--- src/rtl/alu_pkg.sv ---
// Shared opcodes, FSM state encoding and opcode classification for the
// multi-cycle ALU and its iterative multiply/divide unit.
package alu_pkg;

  localparam int OP_W = 4;

  localparam logic [OP_W-1:0] ALU_AND   = 4'b0000;
  localparam logic [OP_W-1:0] ALU_OR    = 4'b0001;
  localparam logic [OP_W-1:0] ALU_ADD   = 4'b0010;
  localparam logic [OP_W-1:0] ALU_XOR   = 4'b0011;
  localparam logic [OP_W-1:0] ALU_SLL   = 4'b0100;
  localparam logic [OP_W-1:0] ALU_SRL   = 4'b0101;
  localparam logic [OP_W-1:0] ALU_SUB   = 4'b0110;
  localparam logic [OP_W-1:0] ALU_MINU  = 4'b0111;
  localparam logic [OP_W-1:0] ALU_MUL   = 4'b1000;
  localparam logic [OP_W-1:0] ALU_MULHU = 4'b1001;
  localparam logic [OP_W-1:0] ALU_DIVU  = 4'b1010;
  localparam logic [OP_W-1:0] ALU_REMU  = 4'b1011;
  localparam logic [OP_W-1:0] ALU_NOR   = 4'b1100;

  typedef enum logic [1:0] {
    S_IDLE = 2'd0,
    S_MUL  = 2'd1,
    S_DIV  = 2'd2,
    S_DONE = 2'd3
  } state_t;

  function automatic logic is_multicycle(input logic [OP_W-1:0] op);
    return (op == ALU_MUL) || (op == ALU_MULHU) || (op == ALU_DIVU) || (op == ALU_REMU);
  endfunction

  function automatic logic is_div(input logic [OP_W-1:0] op);
    return (op == ALU_DIVU) || (op == ALU_REMU);
  endfunction

endpackage

--- src/rtl/alu_muldiv_iter.sv ---
// Iterative unsigned multiply (shift-add) / restoring divide, one bit per step.
// A single 2*WIDTH register holds {hi, lo} of the product or {remainder, quotient}.
module alu_muldiv_iter
  import alu_pkg::*;
#(
  parameter int WIDTH = 32
) (
  input  logic             clock,
  input  logic             reset,
  input  logic             start_i,
  input  logic             div_i,
  input  logic             step_i,
  input  logic [WIDTH-1:0] op_a_i,
  input  logic [WIDTH-1:0] op_b_i,
  output logic             last_o,
  output logic [WIDTH-1:0] lo_next_o,
  output logic [WIDTH-1:0] hi_next_o
);

  localparam int CNT_W = $clog2(WIDTH);

  logic [CNT_W-1:0]   cnt_q;
  logic               div_q;
  logic [WIDTH-1:0]   mcand_q;
  logic [2*WIDTH-1:0] acc_q;
  logic [2*WIDTH-1:0] acc_d;

  logic [WIDTH:0]     mul_sum;
  logic [WIDTH:0]     div_shift;
  logic               div_fits;
  logic [WIDTH-1:0]   div_rem;

  assign last_o = (cnt_q == CNT_W'(WIDTH - 1));

  always_comb begin
    // Multiply: add multiplicand into the upper half when the LSB is set, then shift right.
    mul_sum   = {1'b0, acc_q[2*WIDTH-1:WIDTH]} + {1'b0, mcand_q};
    // Divide: W+1-bit partial remainder gets the next dividend bit shifted in.
    div_shift = {acc_q[2*WIDTH-1:WIDTH], acc_q[WIDTH-1]};
    div_fits  = (div_shift >= {1'b0, mcand_q});
    div_rem   = div_fits ? WIDTH'(div_shift - {1'b0, mcand_q}) : div_shift[WIDTH-1:0];
    acc_d     = acc_q;
    if (div_q) begin
      acc_d = {div_rem, acc_q[WIDTH-2:0], div_fits};
    end else if (acc_q[0]) begin
      acc_d = {mul_sum, acc_q[WIDTH-1:1]};
    end else begin
      acc_d = {1'b0, acc_q[2*WIDTH-1:1]};
    end
  end

  assign lo_next_o = acc_d[WIDTH-1:0];
  assign hi_next_o = acc_d[2*WIDTH-1:WIDTH];

  always_ff @(posedge clock) begin
    if (reset) begin
      cnt_q   <= '0;
      div_q   <= 1'b0;
      mcand_q <= '0;
      acc_q   <= '0;
    end else if (start_i) begin
      cnt_q   <= '0;
      div_q   <= div_i;
      mcand_q <= div_i ? op_b_i : op_a_i;
      acc_q   <= {{WIDTH{1'b0}}, (div_i ? op_a_i : op_b_i)};
    end else if (step_i) begin
      cnt_q   <= last_o ? '0 : cnt_q + 1'b1;
      acc_q   <= acc_d;
    end
  end

endmodule

--- src/rtl/alu_multicycle.sv ---
// Valid/ready ALU: single-cycle logic/arith/shift ops plus iterative MUL/DIV.
// One op in flight; the result is held in DONE until the consumer takes it.
module alu_multicycle
  import alu_pkg::*;
#(
  parameter int WIDTH = 32,
  parameter int SHW   = $clog2(WIDTH)
) (
  input  logic             clock,
  input  logic             reset,
  input  logic             in_valid,
  output logic             in_ready,
  input  logic [OP_W-1:0]  operation,
  input  logic [WIDTH-1:0] data_0,
  input  logic [WIDTH-1:0] data_1,
  output logic             out_valid,
  input  logic             out_ready,
  output logic [WIDTH-1:0] result,
  output logic             zero,
  output logic             overflow,
  output logic             div_by_zero
);

  state_t           state_q;
  logic [WIDTH-1:0] result_q;
  logic             zero_q;
  logic             overflow_q;
  logic             dbz_q;
  logic             hi_sel_q;

  logic             accept;
  logic             op_multi;
  logic             op_div;
  logic             divisor_zero;
  logic             iter_start;
  logic             iter_step;
  logic             iter_last;
  logic [WIDTH-1:0] iter_lo;
  logic [WIDTH-1:0] iter_hi;

  logic [WIDTH-1:0] sum;
  logic [WIDTH-1:0] diff;
  logic [WIDTH-1:0] alu_res;
  logic             alu_ovf;

  assign in_ready     = (state_q == S_IDLE);
  assign out_valid    = (state_q == S_DONE);
  assign result       = result_q;
  assign zero         = zero_q;
  assign overflow     = overflow_q;
  assign div_by_zero  = dbz_q;

  assign accept       = in_valid && in_ready;
  assign op_multi     = is_multicycle(operation);
  assign op_div       = is_div(operation);
  assign divisor_zero = (data_1 == '0);
  assign iter_start   = accept && op_multi && !(op_div && divisor_zero);
  assign iter_step    = (state_q == S_MUL) || (state_q == S_DIV);

  always_comb begin
    sum     = data_0 + data_1;
    diff    = data_0 - data_1;
    alu_res = '0;
    alu_ovf = 1'b0;
    case (operation)
      ALU_AND:  alu_res = data_0 & data_1;
      ALU_OR:   alu_res = data_0 | data_1;
      ALU_XOR:  alu_res = data_0 ^ data_1;
      ALU_NOR:  alu_res = ~(data_0 | data_1);
      ALU_ADD: begin
        alu_res = sum;
        alu_ovf = (data_0[WIDTH-1] == data_1[WIDTH-1]) && (sum[WIDTH-1] != data_0[WIDTH-1]);
      end
      ALU_SUB: begin
        alu_res = diff;
        alu_ovf = (data_0[WIDTH-1] != data_1[WIDTH-1]) && (diff[WIDTH-1] != data_0[WIDTH-1]);
      end
      ALU_MINU: alu_res = (data_0 < data_1) ? data_0 : data_1;
      ALU_SLL:  alu_res = data_0 << data_1[SHW-1:0];
      ALU_SRL:  alu_res = data_0 >> data_1[SHW-1:0];
      default:  alu_res = '0;
    endcase
  end

  alu_muldiv_iter #(
    .WIDTH(WIDTH)
  ) u_iter (
    .clock     (clock),
    .reset     (reset),
    .start_i   (iter_start),
    .div_i     (op_div),
    .step_i    (iter_step),
    .op_a_i    (data_0),
    .op_b_i    (data_1),
    .last_o    (iter_last),
    .lo_next_o (iter_lo),
    .hi_next_o (iter_hi)
  );

  always_ff @(posedge clock) begin
    if (reset) begin
      state_q    <= S_IDLE;
      result_q   <= '0;
      zero_q     <= 1'b0;
      overflow_q <= 1'b0;
      dbz_q      <= 1'b0;
      hi_sel_q   <= 1'b0;
    end else begin
      case (state_q)
        S_IDLE: begin
          if (accept) begin
            zero_q     <= (data_0 == data_1);
            overflow_q <= 1'b0;
            dbz_q      <= 1'b0;
            hi_sel_q   <= (operation == ALU_MULHU) || (operation == ALU_REMU);
            if (op_div && divisor_zero) begin
              // Divide by zero short-circuits: quotient all ones, remainder is the dividend.
              result_q <= (operation == ALU_DIVU) ? '1 : data_0;
              dbz_q    <= 1'b1;
              state_q  <= S_DONE;
            end else if (op_multi) begin
              state_q <= op_div ? S_DIV : S_MUL;
            end else begin
              result_q   <= alu_res;
              overflow_q <= alu_ovf;
              state_q    <= S_DONE;
            end
          end
        end
        S_MUL, S_DIV: begin
          if (iter_last) begin
            result_q <= hi_sel_q ? iter_hi : iter_lo;
            state_q  <= S_DONE;
          end
        end
        S_DONE: begin
          if (out_ready) begin
            state_q <= S_IDLE;
          end
        end
        default: state_q <= S_IDLE;
      endcase
    end
  end

endmodule

--- config.mk ---
export PLATFORM = sky130hd
export DESIGN_NAME = alu_multicycle
export DESIGN_NICKNAME = d
export VERILOG_FILES = /design/src/rtl/alu_pkg.sv /design/src/rtl/alu_muldiv_iter.sv /design/src/rtl/alu_multicycle.sv
export SDC_FILE = /design/constraint.sdc
export NUM_CORES = 1
export LEC_CHECK = 0
export CELL_PAD_IN_SITES_DETAIL_PLACEMENT = 1
export CELL_PAD_IN_SITES_GLOBAL_PLACEMENT = 1
export CORE_MARGIN = 2
export CORE_UTILIZATION = 50
export CTS_BUF_LIST = sky130_fd_sc_hd__clkbuf_4 sky130_fd_sc_hd__clkbuf_8
export CTS_CLUSTER_DIAMETER = 50
export DETAILED_ROUTE_END_ITERATION = 8
export MAX_ROUTING_LAYER = met4
export PLACE_DENSITY = 0.93
export SLEW_MARGIN = 20
export SYNTH_ARGS = -nofsm -noshare
export SYNTH_HDL_FRONTEND = slang
export SYNTH_SLANG_ARGS = --single-unit
--- constraint.sdc ---
create_clock -name clock -period 12.3 [get_ports clock]
set_clock_uncertainty 0.05 [all_clocks]
set_input_delay 3.69 -clock clock [delete_from_list [all_inputs] [get_ports clock]]
set_output_delay 3.69 -clock clock [all_outputs]
set_load 0.05 [all_outputs]
==> run summary <==
Hold Buf Count CTS: 0
Relative contribution of sequential cells to total power: 17.1%
Syn Inst Count: 3,031
WL met3: 13.3 mm
Worst IR Drop VDD: 0.110 mV
CP Cell Sequence: clkdlybuf4s50_1 -> inv_1 -> ha_1 -> nor4_1 -> nand3_1 -> nor3_1 -> a211oi_4 -> buf_4 -> mux2i_1 -> nor2_1 -> a2111oi_2 -> a21oi_1 -> o221a_1
Logic gate share of total power: 72.5%
CP max FO: 34
Required time at the endpoint of the critical path: 12.64 ns
Result of the run: complete, no violations
Clock latency on the worst-skew pair: 0.50 ns
Hold EP: u_iter.cnt_q[4]
Hold path startpoint: u_iter.cnt_q[4]
Final antenna-violating net count: 0
Internal: 1.67 mW
Endpoint type of the worst setup path: flip-flop
Setup slack on the worst flop-to-flop path: 7.71 ns
Post-synth top flop: dfxtp_1
Detail-routed via count per cell: 7.37
Buffer count from post-CTS setup fixing: 0
Warning count from the yosys run: 0
Async S/R FF share, synth: 0%
Net count after synthesis: 3,285
Worst flop-to-flop path endpoint: result[21]
Startpoint Class: input port
CTS H-Tree Depth: 4
Num CTS Buffers: 17
Residual overflow from global routing: 0
Routed metal-1 wirelength: 41.4 mm
Netlist cell types: 105
Largest net degree at the start of global routing: 101
Actual transition at the worst max-transition pin: 1.13 ns
Estimated wirelength of the detail-placed design: 80.4 mm
Placed Area: 22,000 µm²
Worst hold margin: 0.463 ns
Hold/Removal Path Class: flip-flop to flip-flop
Signal arrival time at the worst endpoint: 9.02 ns
Mean routed wirelength per cell: 30.9 µm
Die Span X: 208 µm
Number of synthesized flops with an enable pin: 0
Port Buf Inserts: 108
Placed insts: 3,486
Wire length of the first global-routing pass: 163 mm
Setup repair after global routing missed its margin: no
Critical Setup Path Class: input port to flip-flop
Area enclosed by the die boundary: 43,300 µm²
Max incr delay on CP: 0.99 ns
Chip height: 208 µm
Share of power burned in the clock network: 10.4%
Leading cell types by total area after synthesis: dfxtp_1 13%, ha_1 11%, a21oi_1 8.6%
Tightest slew margin relative to the limit: 23.8%
Post-route DRC: 0
Root Buffer Master: clkbuf_8
Switching pwr: 2.34 mW
Seq/Total Area, Yosys: 13.5%
Final std cell area, no fill: 22,400 µm²
Post-synthesis instance area: 20,800 µm²
Maximum buffer depth of the clock tree: 2
Portion of synthesized cell area occupied by the leading cell type: 13.5%
Num rows: 74
Global placer's final weighted congestion: 1.10
Shortest clock period the worst path allows after layout: 8.68 ns
# setup viols final: 0
Starting density of the core: 50.9%
Number of antenna violations at the first check in global routing: 6
Static power due to leakage: 8.81 nW
Global-route usage over all layers: 49.7%
Vias in the first global route: 25.4k
Average instance area after synthesis: 6.87 µm²
IO Pins: 109
Drt total wl: 109 mm
NumNets Final: 3,227
Detailed router's first-iteration violation count: 3,863
First drt pass iteration count: 6
Number of sinks handled by clock tree synthesis: 140
Startpoint of the most critical register-to-register path: u_iter.acc_q[32]
Cell with the largest stage delay on the worst path: nor4_1
Setup_tns: 0 ns
Clock slew at reported path FFs: 0.09 ns
Power per standard cell area: 179 nW/µm²
R2r worst-path depth: 14
Fillers: 5,377
Most area-hungry cell type in the Yosys netlist: dfxtp_1
Share of cells above drive strength 1: 6.20%
Number of gates resized after CTS: 0
Standard cell core area: 40,900 µm²
Final Max Slew Viols: 0
Finished Layout Cells: 3,524
Routed met2 length: 46.9 mm
Top routing layer used: met4
Vias: 26.0k
Max cap viols: 0
Number of register bits inferred by synthesis: 140
Clock tree from TritonCTS: built
Post-synthesis to final-layout area growth: 7.65%
Fraction of power spent switching nets: 58.2%
Count of final hold-check violations: 0
Achievable frequency: 0.115 GHz
Share of the cycle needed by the critical path after routing: 70.5%
WHS Path Cells: 2
Final Util: 54.8%
-- worst max-delay path, delay by kind of cell --
family,cells,cell delay [ns]
adder cells (fa/ha/maj),1,0.57
buffers and inverters,3,1.38
AND/OR/NAND/NOR,4,2.00
AO/OA/AOI/OAI,4,1.12
multiplexers,1,0.23
-- cell usage after synthesis, drive strengths merged, types with 29 or more instances --
master / count
mux2i: 134
nand2: 243
ha: 178
inv: 151
o221ai: 29
nor2: 431
xnor2: 42
a31oi: 31
dfxtp: 140
nand3: 61
o21ai: 222
a21oi: 359
nor2b: 36
o211ai: 43
a221oi: 37
nor3: 61
a21o: 45
a211oi: 130
clkbuf: 164
buf: 67
-- cell families after synthesis --
family | synth area share [%]
buf+inv | 7.42
compound gates | 36.5
xor+xnor | 2.31
fa+ha+maj | 11.1
flops | 13.5
simple gates | 20.7
mux | 8.57
-- cell usage in the layout (no fill, tap or decap), types with 20 or more instances in the layout --
cell type,synthesis,layout
nor2_1,429,427
a21oi_1,356,356
nand2_1,243,243
o21ai_0,207,207
ha_1,178,177
inv_1,147,147
dfxtp_1,140,138
mux2i_1,134,134
a211oi_1,126,126
clkdlybuf4s50_1,0,103
nand3_1,60,60
nor3_1,58,56
buf_4,7,47
a21o_1,45,45
o211ai_1,42,42
xnor2_1,42,42
nor2b_1,36,36
a221oi_1,34,34
a31oi_1,30,30
o221ai_1,28,28
nand2b_1,26,26
nand4_1,23,23
o22ai_1,23,23
o21bai_1,22,22
nor4_1,20,20
-- power by group through the flow --
stage | clock (mW) | combinational, mW | sequential [mW]
CTS | 0.411 | 2.79 | 0.673
global route | 0.427 | 3.03 | 0.690
floorplan | 0 | 1.74 | 0.786
detailed placement | 0 | 2.73 | 0.679
finish | 0.415 | 2.91 | 0.686
global placement | 0 | 2.61 | 0.673
-- worst max-delay path by stage --
stage	endpoint	start	slack (ns)
2_1_floorplan	result[26]	data_1[2]	4.90
3_3_place_gp	result[18]	data_0[25]	3.68
3_5_place_dp	result[18]	data_0[25]	3.46
4_1_cts	result[18]	data_0[25]	3.94
5_1_grt	result[18]	data_0[25]	3.67
6_report	result[18]	data_0[25]	3.62
-- state kept, by name, indices dropped and copies added (netlist names), 2 cells and up --
| signal | flops |
|---|---|
| u_iter.mcand_q | 32 |
| result | 32 |
| u_iter.cnt_q | 5 |
| state_q | 2 |
| u_iter.acc_q | 64 |
-- per-layer routing --
layer	GRT usage [%]	vias to the layer above
met4	27.3	0
li1	-	11039
met5	-	-
met1	61.8	12514
met2	74.5	1933
met3	11.0	500
-- area by class of cell --
class | count | area (µm²) | share of cell area [%]
timing repair buffer | 154 | 1400 | 6.27
clock inverter | 13 | 169 | 0.754
sequential | 140 | 2810 | 12.5
multi-input combinational | 2505 | 16500 | 73.7
antenna | 7 | 17.5 | 0.0782
clock buffer | 18 | 248 | 1.11
tap | 532 | 666 | 2.97
inverter | 155 | 582 | 2.60
-- per-stage QoR --
stage	setup slack (ns)	power, mW
4_1_cts	3.94	3.88
2_1_floorplan	4.90	2.53
3_5_place_dp	3.46	3.41
5_1_grt	3.67	4.15
3_3_place_gp	3.68	3.29
6_report	3.62	4.01
Note: power is estimated with default switching activity, not from simulation.
